## src/rtl/bus_arbiter.sv

```systemverilog
// rtl/bus_arbiter.sv - three-master single-slave memory port arbiter
// One outstanding access; stale fetch responses are dropped and hung slave accesses time out.
module bus_arbiter #(
  parameter int TIMEOUT_CYCLES = 255
) (
  input  logic        clk,
  input  logic        rst,
  input  logic        m0_req_i,
  input  logic [31:0] m0_addr_i,
  input  logic        m0_we_i,
  input  logic [31:0] m0_wdata_i,
  output logic [31:0] m0_rdata_o,
  output logic        m0_ack_o,
  output logic        m0_err_o,
  input  logic        m1_req_i,
  input  logic [31:0] m1_addr_i,
  input  logic        m1_we_i,
  input  logic [31:0] m1_wdata_i,
  output logic [31:0] m1_rdata_o,
  output logic        m1_ack_o,
  output logic        m1_err_o,
  input  logic        m2_req_i,
  input  logic [31:0] m2_addr_i,
  input  logic        m2_we_i,
  input  logic [31:0] m2_wdata_i,
  output logic [31:0] m2_rdata_o,
  output logic        m2_ack_o,
  output logic        m2_err_o,
  output logic        s_req_o,
  output logic [31:0] s_addr_o,
  output logic [31:0] s_wdata_o,
  output logic        s_we_o,
  input  logic [31:0] s_rdata_i,
  input  logic        s_ack_i,
  input  logic        flush_i,
  output logic        hold_ex_o,
  output logic        hold_if_o
);
  typedef enum logic {IDLE, BUSY} state_t;
  localparam logic [7:0] LP_CNT_LAST = 8'(TIMEOUT_CYCLES - 1);

  state_t      r_state;
  logic [1:0]  r_grant;
  logic        r_discard;
  logic        r_last_ex;
  logic [7:0]  r_cnt;
  logic [2:0]  r_ack;
  logic [2:0]  r_err;
  logic [31:0] r_rdata;

  logic [2:0]  w_req;
  logic        w_gnt_valid;
  logic [1:0]  w_gnt;
  logic [31:0] w_addr;
  logic [31:0] w_wdata;
  logic        w_we;
  logic [2:0]  w_grant_oh;
  logic        w_done;
  logic        w_drop;

  // A master in its ack cycle still shows req high; it must not be re-granted.
  assign w_req = {m2_req_i & ~r_ack[2], m1_req_i & ~r_ack[1], m0_req_i & ~r_ack[0]};
  assign w_gnt_valid = |w_req;

  always_comb begin
    w_gnt   = 2'd0;
    w_addr  = m0_addr_i;
    w_wdata = m0_wdata_i;
    w_we    = m0_we_i;
    if (w_req[0]) begin
      w_gnt = 2'd0;
    end else if (w_req[1] && !(w_req[2] && r_last_ex)) begin
      w_gnt = 2'd1;
    end else if (w_req[2]) begin
      w_gnt = 2'd2;
    end
    case (w_gnt)
      2'd1: begin
        w_addr  = m1_addr_i;
        w_wdata = m1_wdata_i;
        w_we    = m1_we_i;
      end
      2'd2: begin
        w_addr  = m2_addr_i;
        w_wdata = m2_wdata_i;
        w_we    = m2_we_i;
      end
      default: ;
    endcase
  end

  assign w_grant_oh = 3'b001 << r_grant;
  assign w_done     = (r_state == BUSY) && (s_ack_i || (r_cnt == LP_CNT_LAST));
  // A flush arriving in the completion cycle itself also kills the fetch response.
  assign w_drop     = (r_grant == 2'd2) && (r_discard || flush_i);

  always_ff @(posedge clk) begin
    if (rst) begin
      r_state   <= IDLE;
      r_grant   <= 2'd0;
      r_discard <= 1'b0;
      r_last_ex <= 1'b0;
      r_cnt     <= 8'd0;
      r_ack     <= 3'b000;
      r_err     <= 3'b000;
      r_rdata   <= 32'd0;
      s_addr_o  <= 32'd0;
      s_wdata_o <= 32'd0;
      s_we_o    <= 1'b0;
    end else begin
      r_ack <= 3'b000;
      r_err <= 3'b000;
      case (r_state)
        IDLE: begin
          if (w_gnt_valid) begin
            r_grant   <= w_gnt;
            s_addr_o  <= w_addr;
            s_wdata_o <= w_wdata;
            s_we_o    <= w_we;
            r_cnt     <= 8'd0;
            r_discard <= 1'b0;
            if (w_gnt == 2'd1) r_last_ex <= 1'b1;
            if (w_gnt == 2'd2) r_last_ex <= 1'b0;
            r_state   <= BUSY;
          end
        end
        BUSY: begin
          if (flush_i && (r_grant == 2'd2)) r_discard <= 1'b1;
          if (w_done) begin
            r_state <= IDLE;
            r_rdata <= (s_ack_i && !s_we_o) ? s_rdata_i : 32'd0;
            if (!w_drop) begin
              r_ack <= w_grant_oh;
              r_err <= s_ack_i ? 3'b000 : w_grant_oh;
            end
          end else begin
            r_cnt <= r_cnt + 8'd1;
          end
        end
        default: r_state <= IDLE;
      endcase
    end
  end

  assign s_req_o    = (r_state == BUSY);
  assign m0_ack_o   = r_ack[0];
  assign m1_ack_o   = r_ack[1];
  assign m2_ack_o   = r_ack[2];
  assign m0_err_o   = r_err[0];
  assign m1_err_o   = r_err[1];
  assign m2_err_o   = r_err[2];
  assign m0_rdata_o = r_ack[0] ? r_rdata : 32'd0;
  assign m1_rdata_o = r_ack[1] ? r_rdata : 32'd0;
  assign m2_rdata_o = r_ack[2] ? r_rdata : 32'd0;
  assign hold_ex_o  = m1_req_i & ~m1_ack_o;
  assign hold_if_o  = m2_req_i & ~m2_ack_o;
endmodule

```

## config.mk

```make
export PLATFORM = sky130hd
export DESIGN_NAME = bus_arbiter
export DESIGN_NICKNAME = d
export VERILOG_FILES = /design/src/rtl/bus_arbiter.sv
export SDC_FILE = /design/constraint.sdc
export NUM_CORES = 1
export LEC_CHECK = 0
export CELL_PAD_IN_SITES_DETAIL_PLACEMENT = 1
export CELL_PAD_IN_SITES_GLOBAL_PLACEMENT = 1
export CORE_ASPECT_RATIO = 1.4
export CORE_UTILIZATION = 22
export DETAILED_ROUTE_END_ITERATION = 10
export GPL_TIMING_DRIVEN = 0
export HOLD_SLACK_MARGIN = 0.08
export PLACE_DENSITY = 0.83
export REMOVE_ABC_BUFFERS = 1
export SETUP_SLACK_MARGIN = 0.3
export SLEW_MARGIN = 40
export SYNTH_ARGS = -nofsm -noshare
export SYNTH_HDL_FRONTEND = slang
export SYNTH_SLANG_ARGS = --single-unit
```

## constraint.sdc

```tcl
create_clock -name clk -period 2.3 [get_ports clk]
set_input_delay 0.23 -clock clk [delete_from_list [all_inputs] [get_ports clk]]
set_output_delay 0.23 -clock clk [all_outputs]
set_load 0.02 [all_outputs]
```

==> metrics.txt <==
Pwr per Cell Area approximately 560 mW/mm^2; ys flop type dfxtp_1; Crit. End Element flip-flop; dpl hpwl about 20000 um; vias in the first global route approximately 8.3k; maximum root-to-sink buffer count 2; worst r2r dst s_wdata_o[20]; Worst R2R Start r_ack[2]; Final Hold Viols 0; Port Buffers approximately 400; DR pass1 iterations 4; post-layout instance area around 0.012 mm^2; Worst R2R Setup Slack 0.23 ns; # hold bufs at CTS 0; vias slightly above 8k; largest net degree at the start of global routing 66; final setup fails 0; share of cells above drive strength 1 17.0%; Slew headroom approximately 56%; NetSw around 0.0022 W; status finished, final reports clean; Final WS setup ~0.23 ns; Total Wirelength about 32000 um; Max-Cap Viols 0; first-pass GRT wire length roughly 45000 um; final period utilization approximately 90%; ys async rst share 0%; sink of the worst hold path s_wdata_o[16]; Sw Ratio 30.7%; Int Pwr around 0.0049 W; dpl ws -0.987 ns; Root Buffer clkbuf_16; clock sink count roughly 120; clk_lat worst skew 0.42 ns; Synth area leader dfxtp_1; FF+latch count, synth roughly 120; Synth Cell Area between 0.006 and 0.007 mm^2; Routed Antenna Nets 0; maximum fanout along the worst path 8; Hold WS between 0.15 and 0.2 ns; cells after synthesis 868; initial antenna violation count 0; via/cell ratio a little under 5; Cell Rows 72; worst hold path stage count 2; syn avg cell area about 7.1 um^2; chip height around 200 um; count of different cell masters after synthesis 38; Worst Min Path Start rst; Synth top area share around 38%; drt drc 0; area grow syn2layout 102%; most common cell after layout, fill and taps aside clkdlybuf4s50_1; combinational share of power a little under a third; CTS tree done; Initial Util between 20% and 30%; CORE AREA ~0.028 mm^2; Max Clock Skew between 0.007 and 0.008 ns; num ports about 400; Seq/Total Area, Yosys between 30% and 40%; Worst EP required about 2.6 ns; Tot GR Track Use between 20% and 30%; First DRT Iteration DRCs ~280; clock-pin slew of the registers on the worst-case setup and hold paths approximately 0.06 ns; most frequent cells in the layout clkdlybuf4s50_1, nand2_1, dfxtp_1, and2_1, a21oi_1; Flop pwr share between 30% and 40%; H-tree Lvls 4; Max VDD drop about 0.00048 V; Worst-Margin Slew 0.665 ns; Die Width approximately 140 um; RSZ-0062 raised after global routing yes; Setup CP Type flip-flop to flip-flop; Hold Crit Class input port to flip-flop; leakage about 5.1 nW; min cycle time layout a little over 2 ns; Post-synth EDFFs 0; Num CTS Buffers 17; die area between 0.02 and 0.03 mm^2; Post-Place Cell Area ~0.011 mm^2; largest cells by area after synthesis dfxtp_1, nand2_1, and2_1; Antenna diodes 0; fmax around 480 MHz; startpoint types flip-flop; CP Data Arrival Time around 2.4 ns; YS warnings 0; clock network fraction of total power 38.1%; GP Congestion approximately 0.77; worst reg2reg path depth 12; max-slew violations 0; Routed WL per cell about 20 um; Congestion Overflow GR 0; fin nets between 1.5k and 2k; final setup TNS 0 ns; final core occ a little under half
[power groups by stage]
stage	combinational, W	clock [W]	sequential [W]
3_3_place_gp	0.00153	0	0.00228
6_report	0.00212	0.00268	0.00223
2_1_floorplan	0.000516	0	0.00239
5_1_grt	0.00226	0.00284	0.00225
4_1_cts	0.00182	0.00276	0.00223
3_5_place_dp	0.00161	0	0.00229
[worst max-delay path by stage]
stage | to | slack [ns] | from
after detailed placement | s_addr_o[4] | -0.99 | r_ack[2]
after global routing | s_wdata_o[20] | 0.15 | r_ack[2]
after floorplan | s_addr_o[0] | -1.55 | r_ack[2]
final | s_wdata_o[20] | 0.23 | r_ack[2]
after global placement | s_wdata_o[0] | -4.86 | r_ack[0]
after CTS | r_last_ex | 0.23 | r_ack[1]
[sequential cells by signal (all words and copies together) (netlist names)]
signal / count
r_grant: 2
s_wdata_o: 32
r_last_ex: 1
r_cnt: 8
r_ack: 3
r_discard: 1
r_rdata: 32
r_err: 3
s_addr_o: 32
s_we_o: 1
s_req_o: 1
[per-stage QoR]
stage / power [W] / cells
after global routing: 0.00735 / 1648
after CTS: 0.00681 / 1630
after global placement: 0.00381 / 1557
after detailed placement: 0.00390 / 1568
final: 0.00703 / 1648
after floorplan: 0.00291 / 784
[routing by layer]
| layer | wire length, um | share of wire [%] | global-route usage, % | vias to the layer above |
|---|---|---|---|---|
| li1 | - | - | - | 3821 |
| met5 | 0 | 0 | 0 | - |
| met3 | 2170 | 6.7 | 5.21 | 57 |
| met1 | 11500 | 36 | 20.8 | 3891 |
| met4 | 1110 | 3.5 | 10.2 | 0 |
| met2 | 17400 | 54 | 38.3 | 337 |
[cell type report]
type	count	area (um^2)
Clock buffer	20	467
Tap cell	370	463
Timing Repair Buffer	462	4930
Clock inverter	11	126
Inverter	11	46.3
Sequential cell	116	2340
Fill cell	3233	15100
Multi-Input combinational cell	658	4090
[Yosys cell counts (5+ instances only)]
cell type and count:
a21oi_1 107, nand3_1 9, inv_1 11, buf_2 16
clkbuf_1 59, buf_1 8, nor3_1 5, o21ai_0 97
a22oi_1 65, dfxtp_1 116, and2_1 96, nand4_1 33
nand2_1 201
[critical path: stages (launching register included)]
cell,delay (ns)
dfxtp_4,0.35
nand2b_4,0.14
inv_4,0.04
a221oi_4,0.26
buf_4,0.17
inv_2,0.04
ha_4,0.19
buf_12,0.14
buf_16,0.15
a22oi_2,0.19
o21ai_0,0.11
nand2_1,0.08
a21oi_1,0.06
[cell families (layout without fill, tap and decap cells)]
group                    count (synthesis)  in the layout  share of synthesized area (%)
AND/OR/NAND/NOR                        364            364                           28.4
AO/OA/AOI/OAI                          289            290                           26.9
flip-flops                             116            116                           37.6
buffers and inverters                   95            504                           6.22
adder cells (fa/ha/maj)                  4              4                          0.811
[what timing repair did]
action	CTS	global route
endpoints found under the setup margin	189	123
pin swaps	11	40
setup buffers	26	10
gates resized for setup	151	141
cloned	5	8
Power figures use the tool's default switching activity.
